$ cat src/rtl/ignition_sequencer.sv
// ignition_sequencer: angle-scheduled multi-cylinder coil driver.
// Each channel latches advance/dwell at a point half an engine cycle away
// from its TDC, then charges its coil from the dwell-start angle (DS) to
// the spark angle (SP). The falling edge of coil[i] is the spark.
// Ports:
//   clk, reset_n        clock, asynchronous active-low reset
//   on                  engine enable; low forces every channel OFF
//   allow_ignition      global spark permit, sampled at dwell start
//   sync_ok             decoder sync; low aborts armed/charging channels
//   crank_tick          one-clock strobe qualifying crank_angle
//   crank_angle         absolute angle 0..ANGLE_MAX-1
//   advance, dwell_angle requested timing in angle ticks
//   cal_ignition        one-clock recompute request per cylinder
//   coil                coil charge outputs
//   overdwell           sticky per-channel forced-release flags
//   clamp_flag          sticky: a timing request was clamped
//   sync_abort          pulse: sync lost while a coil was charged
`ifndef CFG_CYLINDERS
`define CFG_CYLINDERS 4
`endif

module ignition_sequencer #(
  parameter int unsigned CYLINDERS      = `CFG_CYLINDERS,
  parameter int unsigned ANGLE_MAX      = 720,
  parameter int unsigned ANGLE_W        = 10,
  parameter int unsigned MAX_DWELL_CLKS = 500000,
  parameter int unsigned CNT_W          = 20
) (
  input  logic                 clk,
  input  logic                 reset_n,
  input  logic                 on,
  input  logic                 allow_ignition,
  input  logic                 sync_ok,
  input  logic                 crank_tick,
  input  logic [ANGLE_W-1:0]   crank_angle,
  input  logic [ANGLE_W-1:0]   advance,
  input  logic [ANGLE_W-1:0]   dwell_angle,
  output logic [CYLINDERS-1:0] cal_ignition,
  output logic [CYLINDERS-1:0] coil,
  output logic [CYLINDERS-1:0] overdwell,
  output logic                 clamp_flag,
  output logic                 sync_abort
);

  typedef enum logic [1:0] {OFF, ARMED, DWELL, FIRED} state_e;
  typedef logic [ANGLE_W-1:0] angle_t;
  typedef logic [ANGLE_W:0]   wide_t;

  localparam int unsigned HALF    = ANGLE_MAX / 2;
  localparam int unsigned SPACING = ANGLE_MAX / CYLINDERS;
  localparam wide_t       AMAX_W  = wide_t'(ANGLE_MAX);
  localparam wide_t       HALF_W  = wide_t'(HALF);

  wide_t                req_sum;
  angle_t               adv_c, dwl_c;
  logic                 clamp_c;
  logic [CYLINDERS-1:0] latch;
  logic                 clamp_flag_q, clamp_flag_d;
  logic                 sync_abort_q, sync_abort_d;

  // Spark plus dwell must fit inside half a cycle so the window never
  // reaches back past the channel's own latch point.
  always_comb begin
    req_sum = {1'b0, advance} + {1'b0, dwell_angle};
    adv_c   = advance;
    dwl_c   = dwell_angle;
    clamp_c = 1'b0;
    if (req_sum >= HALF_W) begin
      clamp_c = 1'b1;
      if ({1'b0, advance} >= HALF_W) begin
        adv_c = angle_t'(HALF - 1);
        dwl_c = '0;
      end else begin
        dwl_c = angle_t'(HALF_W - wide_t'(1) - {1'b0, advance});
      end
    end
  end

  always_comb begin
    clamp_flag_d = clamp_flag_q;
    if (!on)                        clamp_flag_d = 1'b0;
    else if ((|latch) && clamp_c)   clamp_flag_d = 1'b1;
    sync_abort_d = !sync_ok && (|coil);
  end

  always_ff @(posedge clk or negedge reset_n) begin
    if (!reset_n) begin
      clamp_flag_q <= 1'b0;
      sync_abort_q <= 1'b0;
    end else begin
      clamp_flag_q <= clamp_flag_d;
      sync_abort_q <= sync_abort_d;
    end
  end

  assign clamp_flag = clamp_flag_q;
  assign sync_abort = sync_abort_q;

  for (genvar i = 0; i < CYLINDERS; i++) begin : g_ch
    localparam int unsigned      TDC      = i * SPACING;
    localparam angle_t           LP       = angle_t'((TDC + HALF) % ANGLE_MAX);
    localparam wide_t            TDC_W    = wide_t'(TDC);
    localparam logic [CNT_W-1:0] CNT_LAST = CNT_W'(MAX_DWELL_CLKS - 1);

    state_e           st_q, st_d;
    angle_t           sp_sh_q, sp_sh_d, ds_sh_q, ds_sh_d;
    angle_t           sp_q, sp_d, ds_q, ds_d;
    logic [CNT_W-1:0] cnt_q, cnt_d;
    logic             ovd_q, ovd_d, cal_q, cal_d;
    wide_t            sp_raw, ds_raw;
    angle_t           sp_c, ds_c;
    logic             match_ds, match_sp, coil_c;

    assign latch[i] = on && crank_tick && (crank_angle == LP);
    assign match_ds = crank_tick && (crank_angle == ds_q);
    assign match_sp = crank_tick && (crank_angle == sp_q);

    // Both subtractions add ANGLE_MAX first so intermediates stay positive.
    always_comb begin
      sp_raw = TDC_W + AMAX_W - {1'b0, adv_c};
      sp_c   = (sp_raw >= AMAX_W) ? angle_t'(sp_raw - AMAX_W) : angle_t'(sp_raw);
      ds_raw = {1'b0, sp_c} + AMAX_W - {1'b0, dwl_c};
      ds_c   = (ds_raw >= AMAX_W) ? angle_t'(ds_raw - AMAX_W) : angle_t'(ds_raw);
    end

    always_ff @(posedge clk or negedge reset_n) begin
      if (!reset_n) begin
        st_q    <= OFF;
        sp_sh_q <= '0;
        ds_sh_q <= '0;
        sp_q    <= '0;
        ds_q    <= '0;
        cnt_q   <= '0;
        ovd_q   <= 1'b0;
        cal_q   <= 1'b0;
      end else begin
        st_q    <= st_d;
        sp_sh_q <= sp_sh_d;
        ds_sh_q <= ds_sh_d;
        sp_q    <= sp_d;
        ds_q    <= ds_d;
        cnt_q   <= cnt_d;
        ovd_q   <= ovd_d;
        cal_q   <= cal_d;
      end
    end

    // Shadow targets follow every latch event; the FSM's working targets
    // are copied from the shadow only on ARMED entry.
    always_comb begin
      st_d    = st_q;
      cnt_d   = cnt_q;
      ovd_d   = ovd_q;
      cal_d   = latch[i];
      sp_sh_d = latch[i] ? sp_c : sp_sh_q;
      ds_sh_d = latch[i] ? ds_c : ds_sh_q;
      sp_d    = sp_q;
      ds_d    = ds_q;
      if (!on) begin
        st_d  = OFF;
        ovd_d = 1'b0;
      end else begin
        case (st_q)
          OFF: begin
            if (latch[i] && sync_ok) begin
              st_d = ARMED;
              sp_d = sp_sh_d;
              ds_d = ds_sh_d;
            end
          end
          ARMED: begin
            if (!sync_ok) begin
              st_d = OFF;
            end else if (match_ds && allow_ignition) begin
              cnt_d = '0;
              st_d  = (ds_q == sp_q) ? FIRED : DWELL;
            end
          end
          DWELL: begin
            if (!sync_ok) begin
              st_d = OFF;
            end else if (match_sp) begin
              st_d = FIRED;
            end else if (cnt_q == CNT_LAST) begin
              st_d  = FIRED;
              ovd_d = 1'b1;
            end else begin
              cnt_d = cnt_q + 1'b1;
            end
          end
          FIRED:   st_d = OFF;
          default: st_d = OFF;
        endcase
      end
    end

    always_comb begin
      coil_c = (st_q == DWELL);
    end

    assign coil[i]         = coil_c;
    assign cal_ignition[i] = cal_q;
    assign overdwell[i]    = ovd_q;
  end

endmodule

$ cat config.mk
export PLATFORM = sky130hd
export DESIGN_NAME = ignition_sequencer
export DESIGN_NICKNAME = d
export VERILOG_FILES = /design/src/rtl/ignition_sequencer.sv
export SDC_FILE = /design/constraint.sdc
export NUM_CORES = 1
export LEC_CHECK = 0
export ABC_AREA = 0
export CORE_UTILIZATION = 33
export CTS_CLUSTER_DIAMETER = 80
export CTS_CLUSTER_SIZE = 30
export DETAILED_ROUTE_END_ITERATION = 16
export PLACE_DENSITY_LB_ADDON = 0.15
export SLEW_MARGIN = 40
export SYNTH_ARGS = -nofsm -noshare
export SYNTH_HDL_FRONTEND = slang
export SYNTH_SLANG_ARGS = --single-unit
export TNS_END_PERCENT = 100
$ cat constraint.sdc
create_clock -name clk -period 2.8 [get_ports clk]
set_input_delay 0.7 -clock clk [delete_from_list [all_inputs] [get_ports clk]]
set_output_delay 0.7 -clock clk [all_outputs]
set_load 0.1 [all_outputs]
# Word level (Yosys, flattened, before mapping)
# Cells that the tools add are included.
# Widths: inputs -> output; s select.
classes:
  eq_ne: 77
  order_cmp: 10
  reduce_logical: 51
  n_mux: 103
  add_sub_neg: 26
op_table:
  columns: ["cell", "n"]
  rows:
  - ["$mux 20", 20]
  - ["$mux 10", 20]
  - ["$pmux 20 s2", 4]
  - ["$eq 10x10->1", 12]
  - ["$ge 11x10->1 const B", 8]
  - ["$add 20x1->20 const B", 4]
  - ["$eq 20x19->1 const B", 4]
  - ["$sub 10x10->10 const B", 8]
  - ["$mux 2", 28]
  - ["$ne 2x2->1 const B", 24]
  - ["$add 10x10->11 const B", 4]
  - ["$sub 11x10->11", 4]
  - ["$pmux 2 s4", 4]
  - ["$reduce_and 7->1", 4]
  - ["$mux 1", 27]
  - ["$reduce_and 3->1", 8]
  - ["$logic_and 1x1->1", 23]
  - ["$sub 10x10->11 const A", 2]
  - ["$sub 11x10->11 const A", 2]
  - ["$ne 2x1->1 const B", 10]
  - ["$ne 5x4->1 const B", 4]
  - ["$eq 2x2->1 const B", 8]
  - ["$ne 4x4->1 const B", 4]
  - ["$reduce_and 4->1", 4]
  - ["other kinds (14)", 27]
totals:
  inputBits: 36
  output_inout_bits: 14
  register_bits: 258
  elab_cells: 301

# Depth between registers and ports, before layout
depth:
  word_depth: 11
  mapped_depth: 37
  depth_no_buf: 35

# Worst setup path before layout
# OpenSTA, ideal clock, no wires.
synth_path:
  kind: "input to register"
  start: "input advance[0]"
  end: "register g_ch[3].ds_q[7]"
  path_buffers: 2
  setup_time_ns: 0.125
  cell_stages: 37
  required_ns: 2.675
  t_arrival_ns: 7.348
  setup_slack_ns: -4.672
  cell_sequence: "ha_1 -> fa_1 -> a211oi_2 -> o211a_1 -> o211ai_1 -> or3_1 -> and3_1 -> buf_6 -> a21oi_4 -> buf_2 -> nor2_1 -> ha_1 -> nand2b_1 -> or2_2 -> xnor2_1 -> nor2_1 -> ha_1 -> nand2_1 -> nor2_1 -> nand3_1 -> nand3_1 -> a21oi_4 -> xnor2_1 -> inv_1 -> ha_1 -> inv_1 -> ha_1 -> inv_1 -> o21bai_1 -> a21oi_1 -> o21ai_0 -> xor2_1 -> o21bai_1 -> a21oi_1 -> nor2_1 -> xor2_1 -> mux2_2"
synth_via:
  elab_chain_cells: 11
  elab_cells_between_ends: 18
synth_rtl:
  columns: ["element", "line", "text"]
  rows:
  - ["start: declaration", "36", "input logic [ANGLE_W-1:0] advance,"]
  - ["$add 10x10->11 or $ge 10x9->1 (tied branches)", "64, 70", null]
  - ["$ge 11x9->1 or $mux 10 (tied branches)", "68, 70", null]
  - ["$mux 10", "68", "if (req_sum >= HALF_W) begin"]
  - ["$sub 11x10->11", "120", "sp_raw = TDC_W + AMAX_W - {1'b0, adv_c};"]
  - ["$sub 10x10->10 or $ge 11x10->1 (tied branches)", "121", "sp_c = (sp_raw >= AMAX_W) ? angle_t'(sp_raw - AMAX_W) : angle_t'(sp_raw);"]
  - ["$mux 10", "121", null]
  - ["$add 10x10->11", "122", "ds_raw = {1'b0, sp_c} + AMAX_W - {1'b0, dwl_c};"]
  - ["$sub 11x10->11 (*)", "122", null]
  - ["$sub 10x10->10 or $ge 11x10->1 (tied branches)", "123", "ds_c = (ds_raw >= AMAX_W) ? angle_t'(ds_raw - AMAX_W) : angle_t'(ds_raw);"]
  - ["$mux 10 (*)", "123", null]
  - ["$mux 10 (*)", "156", "ds_sh_d = latch[i] ? ds_c : ds_sh_q;"]
  - ["end signal: assignment", "141", "ds_q <= ds_d;"]
  - ["end: declaration", "107", "angle_t sp_q, sp_d, ds_q, ds_d;"]
# Every way passes the cells marked *; elsewhere a longest branch is shown, timed or not.
# A chain may end at the register's enable or synchronous reset.

# Worst setup path after layout
layout_path:
  start: "input dwell_angle[0]"
  end: "register g_ch[0].ds_q[7]"
layout_via:
  elab_chain_cells: 11
  elab_cells_between_ends: 14
layout_rtl:
  columns: ["element", "line", "text"]
  rows:
  - ["start: declaration", "37", "input logic [ANGLE_W-1:0] dwell_angle,"]
  - ["$add 10x10->11", "64", "req_sum = {1'b0, advance} + {1'b0, dwell_angle};"]
  - ["$ge 11x9->1", "68", null]
  - ["$mux 10", "68", null]
  - ["$sub 10x10->11", "120", null]
  - ["$sub 10x10->10 or $ge 11x10->1 (tied branches)", "121", null]
  - ["$mux 10", "121", null]
  - ["$add 10x10->11", "122", null]
  - ["$sub 11x10->11 (*)", "122", null]
  - ["$sub 10x10->10 or $ge 11x10->1 (tied branches)", "123", null]
  - ["$mux 10 (*)", "123", null]
  - ["$mux 10 (*)", "156", null]
  - ["end signal: assignment", "141", null]
  - ["end: declaration", "107", null]
# Marked as above.

==> flow_summary.toml <==
[route]
drc = 0
wl_per_cell_um = 16.45
detail_route.iter0.violations = 631
firstDrtPassIters = 4
vias = 13359
wirelength_um = 44670
detail-route-antenna-nets = 0
via_per_inst = 4.919

[worst_setup_path]
crit_required_ns = 3.16
cp-start-kind = "primary input"
crit_fanout = 5
critPathKind = "primary input to flop"
end_kind = "flop"
crit_path_max_incr_delay_ns = 0.41
r2r_slack_ns = -0.03
slowest_stage = "a2111o_1"
arrival_ns = 6.75

[clock_tree]
cts-root-buf = "clkbuf_16"
hold_buffers = 0
numCtsBuffers = 11
cts_max_path_buffers = 3
cts_tree = "done"
clock-sinks = 212
clkSlewWorstSetupHoldPaths_ns = 0.11
clk-insertion-delay-late_ns = 0.48
h-tree-depth = 1

[sta]
fmax_mhz = 156.6
report.final.slew_viol_count = 0
setup_viol = 148
relSlewSlack_pct = 58.22
fin_crit_ns = 6.385
tightest_slew_ns = 0.6267
worst_slack_ns = -3.585
fin_skew_ns = 0.01940
rsz0062_at_grt = "yes"
fin_crit_sh_pct = 228.0
setup_tns_ns = -192.04
hold_viol = 0

[pwr]
ir_drop_mv = 0.6303
p_sw_w = 0.006279
p_comb_share_pct = 69.6
p_per_area_mw_per_mm2 = 726.5
switching_share_pct = 38.95
p_int_w = 0.009842
p_seq_share_pct = 19.3
pwr-share-clk_pct = 11.1
cellLeakagePower_nw = 10.20

[final_layout]
fin_util_pct = 48.90
n_antenna_cell = 0
fillers = 4313
nets = 2250
drive_gt1_share_pct = 40.12
syn_to_final_growth_pct = 46.35

[floorplan]
die_width_um = 216.4
core_mm2 = 0.04538
fp.dieH_um = 216.4
start_util_pct = 33.41
rows = 78
dieArea_mm2 = 0.04681
ios = 50

[yosys]
synth_area_leaders = "dfrtp_1 35%, xnor2_1 8.6%, ha_1 8.0%"
mappedNetlistNets = 1845
synth_top_area_cell = "dfrtp_1"
ys.flop_type = "dfrtp_1"
synthesis.area_mm2 = 0.01516
yosys_warnings = 0
synth_cell_types = 83
synth-edff-count = 0
yosysTopAreaCellShare_pct = 34.99
ys_seq_area_share_pct = 34.99
synth.avg_cell_area_um2 = 8.872
ys_ff_latch = 212
synth_cells = 1709
ys_async_sr_fraction_pct = 100.0

[job]
maxCapViolCount = 0

[global_route]
antenna_found_initial = 0
grt_pass1_wl_um = 70660
grt_pass1_vias = 13376
overflow = 0
grt_max_degree = 74
track_usage_pct = 18.62

[place]
place_hpwl_um = 34750
place_congestion = 0.8914
port_buffers = 49

[status]
run_status = "finished with violations"
violations = "setup timing"

[worst_hold_path]
hold_path.class = "primary input to asynchronous set/reset pin"
==> registers in the layout (all words and copies together), names as in the netlist <==
register      cells
g_ch.cnt_q       80
g_ch.ds_q        40
g_ch.sp_q        40
g_ch.ds_sh_q     17
g_ch.sp_sh_q     17
g_ch.st_q         8
g_ch.cal_q        4
g_ch.ovd_q        4
clamp_flag        1
sync_abort        1
==> per-layer routing <==
layer	up-vias	routed length [µm]	part of all wire, %	track usage, %
li1	6709	-	-	-
met1	6433	20120	45	24.03
met2	153	22600	51	33.45
met3	64	778	1.7	1.039
met4	0	1167	2.6	5.211
met5	-	0	0	0
==> path summary, 6_finish.rpt <==
| kind | start | to | cells after the start |
|---|---|---|---|
| hold / removal | reset_n | g_ch[2].cnt_q[11] | 1 |
| hold reg to reg | g_ch[3].sp_sh_q[3] | g_ch[3].sp_sh_q[3] | 2 |
| min in group clk | g_ch[3].sp_sh_q[3] | g_ch[3].sp_sh_q[3] | 2 |
| setup / recovery | dwell_angle[0] | g_ch[0].ds_q[7] | 36 |
| setup reg to reg | g_ch[1].cnt_q[7] | g_ch[1].cnt_q[12] | 11 |
| max in group asynchronous | reset_n | g_ch[0].cnt_q[8] | 2 |
==> logic make-up after synthesis <==
group | Yosys count | synth area share, %
buffers and inverters | 171 | 4.704
flip-flops | 212 | 34.99
AO/OA/AOI/OAI | 304 | 12.88
AND/OR/NAND/NOR | 583 | 18.21
adder cells (fa/ha/maj) | 100 | 8.401
XOR/XNOR | 264 | 15.35
multiplexers | 75 | 5.463
==> timing repair <==
action | 4_1_cts | 5_1_grt
gates resized for setup | 253 | 173
hold endpoints to repair | 0 | 0
endpoints found under the setup margin | 189 | 193
buffers inserted | 62 | 22
pin swaps | 116 | 115
==> power by group through the flow <==
stage	registers (W)	logic, W	clock network [W]
2_1_floorplan	0.00317	0.00499	0
3_3_place_gp	0.00318	0.00830	0
3_5_place_dp	0.00318	0.00835	0
4_1_cts	0.00312	0.0100	0.00186
5_1_grt	0.00312	0.0121	0.00195
6_report	0.00312	0.0112	0.00179
==> cell usage after synthesis, types with 14 or more instances <==
master    number
dfrtp_1      212
nand2_1      182
nor2_1       156
xnor2_1      149
xor2_1       113
ha_1          97
o21ai_0       93
inv_1         87
a21oi_1       74
mux2_2        58
nand3_1       57
clkbuf_1      49
nand4_1       43
a31oi_1       25
nor4_1        24
nor3_1        21
nor2b_1       16
and2_1        15
buf_2         15
mux2i_1       15
or3_1         14
==> worst max-delay path, delay by kind of cell <==
family | cells | cell delay, ns
AOI/OAI and AO/OA | 11 | 2.34
xor gates and xnor gates | 5 | 0.79
adders and majority gates | 6 | 1.37
buffers and inverters | 6 | 0.67
muxes | 1 | 0.26
and+or+nand+nor | 7 | 0.61
==> through the flow <==
step / hold WS [ns] / setup WS (ns) / cell area (µm²) / power (W) / instances
after global routing: 0.2065 / -3.854 / 22190 / 0.01720 / 2716
after CTS: 0.2009 / -3.568 / 21330 / 0.01500 / 2708
after global placement: 0.4528 / -4.326 / 19620 / 0.01147 / 2643
final: 0.1652 / -3.585 / 22190 / 0.01612 / 2716
after floorplan: 0.4044 / -3.861 / 15870 / 0.008164 / 1709
after detailed placement: 0.4572 / -4.511 / 19630 / 0.01153 / 2644
==> cell usage in the layout, fill, tap and decap left out, drive strengths merged, types with 57 or more instances in the layout <==
cell type	count
a21oi	78
buf	441
dfrtp	212
ha	97
inv	90
mux2	59
nand2	182
nand3	57
nor2	156
o21ai	99
xnor2	150
xor2	114
==> layout make-up <==
class,instances,area [µm²],area share (%)
tap,600,750.7,3.383
timing repair buffer,473,4135,18.64
inverter,90,342.8,1.545
sequential,212,5305,23.91
multi-input combinational,1326,11340,51.12
clock inverter,4,36.28,0.1635
clock buffer,11,275.3,1.240
Power figures use the tool's default switching activity.
